==> src/rtl/battle_pkg.sv <==
// Shared cell codes, FSM encoding and board helpers for the battleship game state.
package battle_pkg;

  localparam logic [1:0] CELL_UNKNOWN = 2'b00;
  localparam logic [1:0] CELL_MISS    = 2'b01;
  localparam logic [1:0] CELL_HIT     = 2'b10;

  localparam int unsigned MAX_CELLS = 256;

  typedef enum logic [1:0] {
    ST_PLAY,
    ST_RESOLVE,
    ST_WIN,
    ST_LOSE
  } state_e;

  function automatic int unsigned cell_index(input int unsigned row,
                                             input int unsigned col,
                                             input int unsigned cols);
    return row * cols + col;
  endfunction

  function automatic int unsigned popcount_map(input logic [MAX_CELLS-1:0] map);
    int unsigned n;
    n = 0;
    for (int unsigned i = 0; i < MAX_CELLS; i++) n += 32'(map[i]);
    return n;
  endfunction

endpackage

==> src/rtl/battle_grid_state_btn_pulse.sv <==
// Button conditioner: 2-flop synchroniser, optional debounce (BGS_DEBOUNCE_EN),
// registered rising-edge pulse.
module btn_pulse #(
  parameter int unsigned DEBOUNCE_CYCLES = 1000000
) (
  input  logic clk,
  input  logic reset_n,
  input  logic level,
  output logic pulse
);

  logic sync0_q;
  logic sync1_q;
  logic prev_q;
  logic stable;

  if (DEBOUNCE_CYCLES == 0) begin : g_cycles_check
    $error("DEBOUNCE_CYCLES must be at least 1");
  end

  always_ff @(posedge clk or negedge reset_n) begin
    if (!reset_n) begin
      sync0_q <= 1'b0;
      sync1_q <= 1'b0;
    end else begin
      sync0_q <= level;
      sync1_q <= sync0_q;
    end
  end

`ifdef BGS_DEBOUNCE_EN
  localparam int unsigned CNT_W = $clog2(DEBOUNCE_CYCLES + 1);

  logic [CNT_W-1:0] cnt_q;
  logic             db_q;

  // Level flips only after DEBOUNCE_CYCLES consecutive samples disagree with it.
  always_ff @(posedge clk or negedge reset_n) begin
    if (!reset_n) begin
      cnt_q <= '0;
      db_q  <= 1'b0;
    end else if (sync1_q == db_q) begin
      cnt_q <= '0;
    end else if (cnt_q == CNT_W'(DEBOUNCE_CYCLES - 1)) begin
      cnt_q <= '0;
      db_q  <= sync1_q;
    end else begin
      cnt_q <= cnt_q + CNT_W'(1);
    end
  end

  assign stable = db_q;
`else
  assign stable = sync1_q;
`endif

  always_ff @(posedge clk or negedge reset_n) begin
    if (!reset_n) begin
      prev_q <= 1'b0;
      pulse  <= 1'b0;
    end else begin
      prev_q <= stable;
      pulse  <= stable & ~prev_q;
    end
  end

endmodule

==> src/rtl/battle_grid_state.sv <==
// Battleship game state: per-cell shot status, turn/hit counters, win/lose flags.
// Optional fire-button debounce enabled by defining BGS_DEBOUNCE_EN.
module battle_grid_state
  import battle_pkg::*;
#(
  parameter int unsigned ROWS            = 10,
  parameter int unsigned COLS            = 10,
  parameter int unsigned MAX_TURNS       = 20,
  parameter int unsigned TURN_W          = 5,
  parameter int unsigned SHIP_CELLS      = 17,
  parameter int unsigned DEBOUNCE_CYCLES = 1000000,
  parameter logic [ROWS*COLS-1:0] SHIP_MAP = 100'h0_0003_0000_7000_0700_00F0_001F,
  localparam int unsigned ROW_W  = (ROWS > 1) ? $clog2(ROWS) : 1,
  localparam int unsigned COL_W  = (COLS > 1) ? $clog2(COLS) : 1,
  localparam int unsigned HITS_W = (SHIP_CELLS > 0) ? $clog2(SHIP_CELLS + 1) : 1,
  localparam int unsigned NCELLS = ROWS * COLS
) (
  input  logic                clk,
  input  logic                reset_n,
  input  logic                btn_c,
  input  logic                new_game,
  input  logic [ROW_W-1:0]    sprite_row,
  input  logic [COL_W-1:0]    sprite_col,
  output logic [2*NCELLS-1:0] cell_status_flat,
  output logic [TURN_W-1:0]   turns_left,
  output logic [HITS_W-1:0]   hits,
  output logic                shot_done,
  output logic                shot_hit,
  output logic                win,
  output logic                lose
);

  localparam int unsigned IDX_W = (NCELLS > 1) ? $clog2(NCELLS) : 1;
  localparam logic [TURN_W-1:0] TURNS_INIT = TURN_W'(MAX_TURNS);
  localparam logic [HITS_W-1:0] HITS_ALL   = HITS_W'(SHIP_CELLS);

  if (popcount_map(MAX_CELLS'(SHIP_MAP)) != SHIP_CELLS) begin : g_ship_cells_check
    $error("SHIP_CELLS does not match the number of ship bits in SHIP_MAP");
  end

  state_e             state_q, state_d;
  logic [1:0]         cell_q [NCELLS];
  logic [1:0]         cell_d [NCELLS];
  logic [TURN_W-1:0]  turns_d;
  logic [HITS_W-1:0]  hits_d;
  logic               shot_done_d;
  logic               shot_hit_d;
  logic               fire;
  logic               in_range;
  logic               is_ship;
  logic [IDX_W-1:0]   shot_idx;

  btn_pulse #(
    .DEBOUNCE_CYCLES(DEBOUNCE_CYCLES)
  ) u_fire (
    .clk    (clk),
    .reset_n(reset_n),
    .level  (btn_c),
    .pulse  (fire)
  );

  // Out-of-range cursors are forced to index 0 and never accepted.
  assign in_range = (32'(sprite_row) < ROWS) && (32'(sprite_col) < COLS);
  assign shot_idx = in_range ? IDX_W'(cell_index(32'(sprite_row), 32'(sprite_col), COLS)) : '0;
  assign is_ship  = SHIP_MAP[shot_idx];

  always_comb begin
    state_d     = state_q;
    cell_d      = cell_q;
    turns_d     = turns_left;
    hits_d      = hits;
    shot_done_d = 1'b0;
    shot_hit_d  = 1'b0;
    if (new_game) begin
      state_d = ST_PLAY;
      for (int unsigned i = 0; i < NCELLS; i++) cell_d[i] = CELL_UNKNOWN;
      turns_d = TURNS_INIT;
      hits_d  = '0;
    end else begin
      unique case (state_q)
        ST_PLAY: begin
          if (fire && in_range && (cell_q[shot_idx] == CELL_UNKNOWN) && (turns_left != '0)) begin
            cell_d[shot_idx] = is_ship ? CELL_HIT : CELL_MISS;
            turns_d          = turns_left - TURN_W'(1);
            if (is_ship) hits_d = hits + HITS_W'(1);
            shot_done_d      = 1'b1;
            shot_hit_d       = is_ship;
            state_d          = ST_RESOLVE;
          end
        end
        // A last-turn sinking shot counts as a win.
        ST_RESOLVE: begin
          if (hits == HITS_ALL)         state_d = ST_WIN;
          else if (turns_left == '0)    state_d = ST_LOSE;
          else                          state_d = ST_PLAY;
        end
        ST_WIN:  state_d = ST_WIN;
        ST_LOSE: state_d = ST_LOSE;
        default: state_d = ST_PLAY;
      endcase
    end
  end

  always_ff @(posedge clk or negedge reset_n) begin
    if (!reset_n) begin
      state_q    <= ST_PLAY;
      for (int unsigned i = 0; i < NCELLS; i++) cell_q[i] <= CELL_UNKNOWN;
      turns_left <= TURNS_INIT;
      hits       <= '0;
      shot_done  <= 1'b0;
      shot_hit   <= 1'b0;
      win        <= 1'b0;
      lose       <= 1'b0;
    end else begin
      state_q    <= state_d;
      cell_q     <= cell_d;
      turns_left <= turns_d;
      hits       <= hits_d;
      shot_done  <= shot_done_d;
      shot_hit   <= shot_hit_d;
      win        <= (state_d == ST_WIN);
      lose       <= (state_d == ST_LOSE);
    end
  end

  for (genvar i = 0; i < NCELLS; i++) begin : g_flat
    assign cell_status_flat[2*i +: 2] = cell_q[i];
  end

endmodule

==> config.mk <==
export PLATFORM = sky130hd
export DESIGN_NAME = battle_grid_state
export DESIGN_NICKNAME = d
export VERILOG_FILES = /design/src/rtl/battle_pkg.sv /design/src/rtl/battle_grid_state_btn_pulse.sv /design/src/rtl/battle_grid_state.sv
export SDC_FILE = /design/constraint.sdc
export NUM_CORES = 1
export LEC_CHECK = 0
export ABC_CLOCK_PERIOD_IN_PS = 3510
export CAP_MARGIN = 20
export CORE_AREA = 2 2 145 147
export CTS_CLUSTER_SIZE = 30
export DETAILED_ROUTE_END_ITERATION = 10
export DIE_AREA = 0 0 147 149
export GPL_TIMING_DRIVEN = 1
export HOLD_SLACK_MARGIN = 0.08
export PLACE_DENSITY = 0.77
export SLEW_MARGIN = 20
export SYNTH_ARGS = -nofsm -noshare
export SYNTH_HDL_FRONTEND = slang
export SYNTH_SLANG_ARGS = --single-unit
==> constraint.sdc <==
create_clock -name clk -period 3.51 [get_ports clk]
set_input_delay 1.053 -clock clk [delete_from_list [all_inputs] [get_ports clk]]
set_output_delay 1.053 -clock clk [all_outputs]
set_load 0.1 [all_outputs]
==> flow_summary_export.csv <==
group,metric,value,unit
status,status,"finished, violations left",
drt,drt_first_pass_iters,5,
timing,finalSetupViolCount,94,
setup_path,end_kind,"flip-flop",
logic_synthesis,async_flop_share,100,%
logic_synthesis,synth_top_area_share,56.5,%
placement,preCtsSetupSlack,-1.31,ns
die,dieHeight,149,um
clocking,cts.clk_slew.worst_paths,0.06,ns
global_route,antenna_found_initial,0,
placement,dp_hpwl,22800,um
setup_path,rr_endpoint,"turns_left[2]",
drt,finalWirelength,34600,um
final_layout,antenna_cells,0,
timing,max_freq,261,MHz
timing,finalMaxSlewViolations,0,
run,max_cap_viol_count,0,
logic_synthesis,synth_ff_type,"dfrtp_1",
die,die_area,0.0219,sq mm
power,p_per_area,430,mW/mm^2
drt,drtIter0Drc,905,
hold_path,min-delay-start,"u_fire.sync0_q",
global_route,grt-ovfl-total,0,
setup_path,reg2reg_slack,0.62,ns
timing,layout_min_cycle_time,3.83,ns
setup_path,rr_startpoint,"cell_status_flat[12]",
logic_synthesis,avgSynthCellArea,10.4,sq um
clocking,cts_tree,"yes",
setup_path,start_kind,"primary input",
logic_synthesis,synth.distinct_cells,68,
drt,num_vias,9308,
timing,rsz0062_at_grt,"yes",
logic_synthesis,synthTopCellsByArea,"dfrtp_1 (57%), nor2b_1 (7.2%), nor2_1 (4.5%)",
clocking,cts_max_path_buffers,3,
final_layout,final_core_util,70.8,%
hold_path,hp-class,"flip-flop to flip-flop",
logic_synthesis,post-synth-top-count-cell,"dfrtp_1",
drt,routed_via_density,5.90,
logic_synthesis,post-synth-top-area-cell,"dfrtp_1",
timing,fin_ws,-0.323,ns
logic_synthesis,synth_seq_area_share,57.1,%
global_route,track_usage,30.0,%
final_layout,num-fill-cells,1521,
final_layout,drive_gt1_share,42.4,%
logic_synthesis,netlist_instances,931,
final_layout,area_growth,50.8,%
setup_path,reg2regPathDepth,10,
placement,portBuffers,225,
drt,drc,0,
setup_path,worstPathMaxFanout,7,
final_layout,nNetsFinal,1311,
timing,slew_headroom,28.7,%
timing,period_share,109,%
setup_path,crit_required,3.96,ns
logic_synthesis,ys_warn_count,0,
setup_path,crit_type,"primary input to flip-flop",
setup_path,critical_path_arrival,4.28,ns
hold_path,min_to,"u_fire.stable",
power,peakVddDrop,0.000390,V
global_route,grt_max_degree,132,
timing,fin_skew,0.0169,ns
placement,place_area,0.0128,sq mm
clocking,cts_buffers,23,
logic_synthesis,ys_ff_latch,220,
logic_synthesis,synth_edf_count,0,
clocking,clock_sinks,220,
power,p_leak,0.00675,uW
die,start_util,47.0,%
die,core_area,0.0206,sq mm
logic_synthesis,netlist_area,0.00965,sq mm
clocking,cts_root_buf,"clkbuf_16",
final_layout,final_cell_area,0.0146,sq mm
logic_synthesis,synth.net_count,954,
clocking,clk_latency,0.52,ns
die,io_pins,226,
logic_synthesis,ys_top_cells_by_count,"dfrtp_1 (218), nor2_1 (116), nor2b_1 (111)",
clocking,ctsHoldBuffers,0,
global_route,grt_pass1_wl,51500,um
drt,wire_per_inst,21.9,um
hold_path,hold_depth,0,
timing,worst_pin_slew,1.07,ns
die,dieWidth,147,um
drt,ant_nets,0,
timing,finalHoldViolCount,0,
placement,gp_congestion,0.876,
global_route,grt_pass1_vias,9058,
status,violations,"setup timing",
die,num_rows,53,
clocking,cts-htree-levels,1,
-- per-layer routing --
layer | vias up | global-route usage [%] | routed length (um) | share of wire, %
met3 | 101 | 5.35 | 3060 | 8.8
met4 | 0 | 9.81 | 1210 | 3.5
met2 | 566 | 47.0 | 16300 | 47
met1 | 4626 | 42.7 | 14000 | 41
met5 | - | 0 | 0 | 0
li1 | 4015 | - | - | -
-- worst max-delay path by stage --
stage                        startpoint  slack, ns             to
after floorplan           sprite_row[0]      -0.44        hits[2]
after global placement    sprite_row[0]      -1.22        hits[4]
after detailed placement  sprite_row[0]      -1.31        hits[3]
after CTS                 sprite_col[1]      -0.27        hits[3]
after global routing      sprite_col[1]      -0.36        hits[3]
final                     sprite_col[1]      -0.32  turns_left[2]
-- critical path: stages --
cell and delay [ns]:
buf_8 0.10, ha_4 0.15, inv_2 0.05, fa_2 0.48, buf_6 0.17, nor2b_4 0.13, nand4_1 0.14, buf_12 0.15
buf_4 0.11, o22ai_1 0.07, o31a_1 0.24, or4_4 0.47, a22o_4 0.30, buf_12 0.14, or4_4 0.42, nand3b_1 0.10
-- per-stage QoR --
step,instances,setup TNS (ns),hold WS [ns],power (uW)
after floorplan,931,-13.28,0.331,3040
after global placement,1512,-105.71,0.336,3430
after detailed placement,1512,-113.69,0.349,3440
after CTS,1571,-3.43,0.363,6170
after global routing,1578,-17.95,0.367,6420
final,1578,-11.34,0.367,6260
-- logic make-up (layout without fill, tap and decap cells) --
logic type / Yosys count / count (layout) / share of synthesized area [%]
adders and majority gates: 11 / 11 / 1.58
xor gates and xnor gates: 4 / 4 / 0.363
muxes: 6 / 6 / 0.726
and+or+nand+nor: 367 / 367 / 20.4
buffers and inverters: 110 / 482 / 4.95
AOI/OAI and AO/OA: 213 / 213 / 14.9
DFF: 220 / 220 / 57.1
-- power by group --
group          switching, uW  internal [uW]  leakage [uW]  total [uW]
clock network           1020           1620      0.000399        2640
logic                    634            430       0.00329        1060
registers               8.81           2550       0.00306        2550
total                   1660           4600       0.00675        6260
-- layout make-up --
cell class	instances	area, sq um	share of cell area [%]
flip-flops and latches	220	5510	37.8
multi-input cells	601	4520	31.0
repair buffers	389	3170	21.8
clock buffers	32	669	4.60
well taps	275	344	2.36
inverters	53	201	1.38
clock inverters	8	146	1.01
-- state kept, by name (all words and copies together) (netlist names) --
register and cells:
u_fire.prev_q 1, shot_hit 1, state_q 2, hits 5, cell_status_flat 200, shot_done 1
lose 1, u_fire.stable 1, u_fire.pulse 1, u_fire.sync0_q 1, turns_left 5, win 1
-- repair_timing --
action	in CTS	in global routing
cloned	2	2
setup endpoints to repair	113	113
pin swaps	45	35
buffers inserted	17	5
endpoints found under the hold margin	0	0
gates resized for setup	85	69
-- layout by cell type, fill, tap and decap left out, drive strengths merged, types with 9 or more instances in the layout --
master / synthesis / final
nor2: 116 / 116
buf: 21 / 383
nor4: 16 / 16
nand2: 10 / 10
nand4: 14 / 14
o21ai: 22 / 22
a41oi: 29 / 29
or3: 15 / 15
dfrtp: 218 / 218
nor2b: 111 / 111
nand3: 16 / 16
inv: 53 / 54
a21oi: 63 / 63
ha: 9 / 9
a211oi: 10 / 10
nor3: 37 / 37
clkbuf: 36 / 35
nand2b: 10 / 10
o22ai: 35 / 35
(Power assumes the default switching activity.)
